### config.mk
export PLATFORM = sky130hd
export DESIGN_NAME = mem_stage
export DESIGN_NICKNAME = d
export VERILOG_FILES = /design/src/rtl/mem_stage.sv
export SDC_FILE = /design/constraint.sdc
export NUM_CORES = 1
export LEC_CHECK = 0
export BUFFER_PORTS_ARGS = -buffer_cell sky130_fd_sc_hd__buf_2
export CAP_MARGIN = 30
export CORE_UTILIZATION = 38
export CTS_CLUSTER_DIAMETER = 100
export CTS_CLUSTER_SIZE = 10
export DETAILED_ROUTE_END_ITERATION = 12
export PLACE_DENSITY = 0.74
export SLEW_MARGIN = 20
export SYNTH_ARGS = -nofsm -noshare
export SYNTH_HDL_FRONTEND = slang
export SYNTH_SLANG_ARGS = --single-unit
### constraint.sdc
create_clock -name clk -period 5.4 [get_ports clk]
set_clock_uncertainty 0.1 [all_clocks]
set_input_delay 0.54 -clock clk [delete_from_list [all_inputs] [get_ports clk]]
set_output_delay 0.54 -clock clk [all_outputs]
set_load 0.02 [all_outputs]
### src/rtl/mem_stage.sv
// RV32I memory-access stage: formats loads/stores onto a single-outstanding
// request/ready data bus and drives registered writeback outputs plus a stall.
module mem_stage (
    input  logic        clk,
    input  logic        rst,
    input  logic        in_valid,
    input  logic        flush,
    input  logic [31:0] alu_out,
    input  logic [31:0] store_data,
    input  logic        mem_read,
    input  logic        mem_write,
    input  logic [2:0]  funct3,
    input  logic [4:0]  rd,
    input  logic        reg_write,
    output logic        dmem_req,
    output logic        dmem_we,
    output logic [31:0] dmem_addr,
    output logic [31:0] dmem_wdata,
    output logic [3:0]  dmem_wstrb,
    input  logic        dmem_ready,
    input  logic [31:0] dmem_rdata,
    output logic        stall,
    output logic        wb_valid,
    output logic        wb_reg_write,
    output logic [4:0]  wb_rd,
    output logic [31:0] wb_data,
    output logic        mem_fault
);

    typedef enum logic [0:0] {ST_IDLE = 1'b0, ST_BUSY = 1'b1} state_e;

    // Illegal width, misalignment, or simultaneous read and write.
    function automatic logic op_fault(input logic rd_en, input logic wr_en,
                                      input logic [2:0] f3, input logic [1:0] a);
        logic ok;
        case (f3)
            3'b000, 3'b100: ok = 1'b1;
            3'b001, 3'b101: ok = ~a[0];
            3'b010:         ok = (a == 2'b00);
            default:        ok = 1'b0;
        endcase
        return ~ok | (rd_en & wr_en);
    endfunction

    function automatic logic [31:0] load_extract(input logic [2:0] f3, input logic [1:0] lane,
                                                 input logic [31:0] rdata);
        logic [7:0]  b;
        logic [15:0] h;
        logic [31:0] r;
        case (lane)
            2'd0:    b = rdata[7:0];
            2'd1:    b = rdata[15:8];
            2'd2:    b = rdata[23:16];
            default: b = rdata[31:24];
        endcase
        h = lane[1] ? rdata[31:16] : rdata[15:0];
        case (f3)
            3'b000:  r = {{24{b[7]}}, b};
            3'b100:  r = {24'h000000, b};
            3'b001:  r = {{16{h[15]}}, h};
            3'b101:  r = {16'h0000, h};
            3'b010:  r = rdata;
            default: r = 32'h0000_0000;
        endcase
        return r;
    endfunction

    state_e      state_q;
    logic        req_q, we_q, load_q, regw_q, flush_seen_q;
    logic [31:0] addr_q, wdata_q;
    logic [3:0]  wstrb_q;
    logic [1:0]  lane_q;
    logic [2:0]  funct3_q;
    logic [4:0]  rd_q;
    logic        wb_valid_q, wb_reg_write_q, mem_fault_q;
    logic [4:0]  wb_rd_q;
    logic [31:0] wb_data_q;

    logic        mem_op_s, fault_s, accept_s, stall_s;
    logic [31:0] wdata_d;
    logic [3:0]  wstrb_d;

    assign mem_op_s = mem_read | mem_write;
    assign fault_s  = op_fault(mem_read, mem_write, funct3, alu_out[1:0]);
    assign accept_s = (state_q == ST_IDLE) & in_valid & ~flush & mem_op_s & ~fault_s;

    // Lane-replicated store data and byte enables for the incoming op.
    always_comb begin
        wdata_d = store_data;
        wstrb_d = 4'b0000;
        if (mem_write) begin
            case (funct3[1:0])
                2'b00: begin
                    wdata_d = {4{store_data[7:0]}};
                    wstrb_d = 4'b0001 << alu_out[1:0];
                end
                2'b01: begin
                    wdata_d = {2{store_data[15:0]}};
                    wstrb_d = 4'b0011 << alu_out[1:0];
                end
                default: begin
                    wdata_d = store_data;
                    wstrb_d = 4'b1111;
                end
            endcase
        end else begin
            wstrb_d = 4'b0000;
        end
    end

    // Stall is the only combinational output: accept in IDLE, wait in BUSY.
    always_comb begin
        stall_s = 1'b0;
        case (state_q)
            ST_IDLE: stall_s = accept_s;
            ST_BUSY: stall_s = ~dmem_ready;
            default: stall_s = 1'b0;
        endcase
    end

    // Stage FSM: request latching, bus handshake and writeback registers.
    always_ff @(posedge clk) begin
        if (rst) begin
            state_q        <= ST_IDLE;
            req_q          <= 1'b0;
            we_q           <= 1'b0;
            load_q         <= 1'b0;
            regw_q         <= 1'b0;
            flush_seen_q   <= 1'b0;
            addr_q         <= 32'h0000_0000;
            wdata_q        <= 32'h0000_0000;
            wstrb_q        <= 4'b0000;
            lane_q         <= 2'b00;
            funct3_q       <= 3'b000;
            rd_q           <= 5'd0;
            wb_valid_q     <= 1'b0;
            wb_reg_write_q <= 1'b0;
            wb_rd_q        <= 5'd0;
            wb_data_q      <= 32'h0000_0000;
            mem_fault_q    <= 1'b0;
        end else begin
            wb_valid_q     <= 1'b0;
            wb_reg_write_q <= 1'b0;
            mem_fault_q    <= 1'b0;
            case (state_q)
                ST_IDLE: begin
                    if (in_valid && !flush) begin
                        if (!mem_op_s) begin
                            wb_valid_q     <= 1'b1;
                            wb_reg_write_q <= reg_write;
                            wb_rd_q        <= rd;
                            wb_data_q      <= alu_out;
                        end else if (fault_s) begin
                            wb_valid_q     <= 1'b1;
                            mem_fault_q    <= 1'b1;
                            wb_rd_q        <= rd;
                            wb_data_q      <= alu_out;
                        end else begin
                            state_q      <= ST_BUSY;
                            req_q        <= 1'b1;
                            we_q         <= mem_write;
                            load_q       <= mem_read;
                            addr_q       <= {alu_out[31:2], 2'b00};
                            wdata_q      <= wdata_d;
                            wstrb_q      <= wstrb_d;
                            lane_q       <= alu_out[1:0];
                            funct3_q     <= funct3;
                            rd_q         <= rd;
                            regw_q       <= reg_write;
                            flush_seen_q <= 1'b0;
                        end
                    end
                end
                ST_BUSY: begin
                    if (dmem_ready) begin
                        // A flush seen at any point of the access kills only the writeback.
                        state_q        <= ST_IDLE;
                        req_q          <= 1'b0;
                        we_q           <= 1'b0;
                        wstrb_q        <= 4'b0000;
                        flush_seen_q   <= 1'b0;
                        wb_valid_q     <= ~(flush_seen_q | flush);
                        wb_reg_write_q <= load_q & regw_q & ~(flush_seen_q | flush);
                        wb_rd_q        <= rd_q;
                        wb_data_q      <= load_q ? load_extract(funct3_q, lane_q, dmem_rdata)
                                                 : 32'h0000_0000;
                    end else begin
                        flush_seen_q <= flush_seen_q | flush;
                    end
                end
                default: state_q <= ST_IDLE;
            endcase
        end
    end

    assign dmem_req     = req_q;
    assign dmem_we      = we_q;
    assign dmem_addr    = addr_q;
    assign dmem_wdata   = wdata_q;
    assign dmem_wstrb   = wstrb_q;
    assign stall        = stall_s;
    assign wb_valid     = wb_valid_q;
    assign wb_reg_write = wb_reg_write_q;
    assign wb_rd        = wb_rd_q;
    assign wb_data      = wb_data_q;
    assign mem_fault    = mem_fault_q;

endmodule

==> run metrics <==
status completed; Inserted Clock Buffers 17; largest family of logic cells by synthesized area compound AO/OA/AOI/OAI gates; simple logic cell fraction of the synthesized area 0.124; CP cell instances nand2_1 -> nor2_1 -> nand3_1 -> o221ai_1; most frequent cells in the layout 220 x buf_2, 122 x dfxtp_1, 54 x nand2_1; CP required ~5.6 ns; largest net degree at the start of global routing 63; total of max-cap violations 0; hold_buf cts 0; CP Data Arrival Time around 3.6 ns; synthesis warning total 0; Synth Register Bits between 100 and 150; crit-path max FO 21; number of synthesized flops with an enable pin 0; layout cells sized above 1 0.342; DRT Wirelength about 22000 um; largest area contributor in the synthesized netlist dfxtp_1; RD Place Congestion 0.955; CP Capture Type register; Setup crit start state_q; vias in the first global route just under 6000; slew at the pin closest to its max-slew limit ~1.0 ns; Initial Utilization 0.390; synth top area cells dfxtp_1 39%, mux2i_1 5.5%, o311a_1 5.0%; global-route wire length before repair about 32000 um; FFs w/ async S/R, synth 0; final hold violation count 0; Synth Area in Adders 0; grt total ovfl 0; Fin Setup TNS 0 ns; Worst Setup Start Kind register; CP max stage cell dfxtp_1; final setup vio count 0; count of final max-slew check failures 0; num ports 223; crit-path leading delay family simple AND/OR/NAND/NOR gates; row cnt 46; Synth Area per Inst a little over 9 um^2; maximum VDD drop about 240 uV; Leakage between 3 and 4 nW; placed instance count 1046; core area 15900 um^2; slowest stage delay, CP slightly below 1 ns; Reg clk slew, reported paths 0.05 ns; worst-case clock buffer depth 2; WL/cell around 20 um; Worst Hold Launch alu_out[26]; post-synth cell types 53; Buf+Inv Stages, Crit Path 0; WP depth 4; Initial DRC Count roughly 570; CTS-repair resized insts 0; most common cell after layout, fill and taps aside buf_2; Mapped Area between 6000 and 7000 um^2; RSZ-0062 raised after global routing false; max_slew headroom 0.334; via count 6438; postcts setup bufs 0; CTS root buf clkbuf_16; mux cell area share after synthesis 0.0714; drt drc 0; Tcrit/Tclk final 0.636; Post-Synth XOR/XNOR Area 0.00263; FF-to-FF path depth 4; Nets 963; Vias/cell between 5 and 6; Post-DRT Antenna Nets 0; Crit Path Category reg2reg; clk sinks between 100 and 150; Worst Hold Class in2reg; CTS tree yes; compound-cell area share of the yosys netlist 0.334; Die X 130 um; post-synth top area share 0.395; RR Startpoint state_q; GRT Overall Usage 0.250; predominant post-synthesis flop cell dfxtp_1; Final HPWL DP about 15000 um; hold path cells 2; Synth Instances about 680; worst-skew pair later-pin latency just over 0.4 ns; die extent in y ~130 um; Layout area overhead 27.6%; PD cells 308 nW/um^2; sequential element share of the synthesized area 0.395; fin crit period 3.44 ns; initial antenna violation count 3; Max Clock Freq 291 MHz; H-tree depth 4; PortBufs between 200 and 250; Final Non-Filler Cells 1081; TritonRoute pass-1 iters 7; full die area roughly 17000 um^2
## stage by stage
stage	util	power, W	setup WS, ns	hold slack (ns)	area (um^2)
4_1_cts	0.495	0.00245	1.58	0.245	7860
6_report	0.497	0.00243	1.96	0.264	7900
3_3_place_gp	0.458	0.00135	2.09	0.343	7270
3_5_place_dp	0.460	0.00135	2.05	0.346	7300
5_1_grt	0.497	0.00252	1.80	0.251	7890
2_1_floorplan	-	0.00121	3.10	0.348	6190
## where the power goes
group,total (W),leakage (nW),switching (W),internal [W]
clock,0.00109,0.279,0.000398,0.000695
combinational,0.000383,1.98,0.000253,0.000131
sequential,0.000958,0.991,0.0000217,0.000937
total,0.00243,3.25,0.000672,0.00176
## layout make-up
type | count | area [um^2]
Tap cell | 216 | 270
Inverter | 5 | 18.8
Antenna cell | 2 | 5.00
Timing Repair Buffer | 237 | 1260
Sequential cell | 122 | 2440
Fill cell | 1543 | 7990
Multi-Input combinational cell | 468 | 3340
Clock buffer | 22 | 464
Clock inverter | 9 | 97.6
## registers in the layout, summed over array words and instances, names as in the netlist
name	cells
dmem_wdata	32
wb_data	32
dmem_addr	30
rd_q	5
wb_rd	5
dmem_wstrb	4
funct3_q	3
lane_q	2
dmem_req	1
dmem_we	1
flush_seen_q	1
load_q	1
mem_fault	1
regw_q	1
state_q	1
wb_reg_write	1
wb_valid	1
## routing by layer
layer	vias to the layer above	share of wire	wire, um	GRT usage
li1	3005	-	-	-
met1	3030	0.40	8520	0.298
met2	366	0.48	10400	0.424
met3	33	0.10	2170	0.0797
met4	4	0.018	385	0.0862
met5	-	0.0011	23	0
## worst paths after layout
kind	endpoint	slack (ns)
setup / recovery	wb_data[23]	1.96
hold / removal	dmem_addr[26]	0.26
setup reg to reg	wb_data[23]	1.96
hold reg to reg	dmem_wdata[24]	0.36
## cell families after synthesis
| kind of cell | Yosys count |
|---|---|
| flip-flops | 122 |
| AND/OR/NAND/NOR | 159 |
| XOR/XNOR | 1 |
| multiplexers | 42 |
| AO/OA/AOI/OAI | 264 |
| buffers and inverters | 93 |
| other | 1 |
## cell usage after synthesis, types with 3 or more instances
cell type  number
mux2i_1        34
a21oi_1        38
o221ai_1       16
nand2_1        54
inv_1           5
a221oi_1        5
nor4_1          4
a2111oi_0       8
buf_4           3
nand4_1         7
nor3_1          8
buf_2          20
buf_1           4
o21ai_0        29
nor2_1         28
nand3_1        37
clkbuf_1       52
o2bb2ai_1       8
buf_6           9
a22oi_1        16
o311a_1        31
mux2_2          7
o2111ai_1      17
a211oi_1       14
dfxtp_1       122
a31o_1         25
a221oi_2        5
a31o_2          5
a222oi_1        7
o31ai_1        26
nor2b_1        10
## worst reg2reg max path: cells and delay by family, from the launching register on
kind / cells / cell delay (ns)
AND/OR/NAND/NOR: 3 / 1.80
flip-flops: 1 / 0.98
AO/OA/AOI/OAI: 1 / 0.45
(Power assumes the default switching activity.)
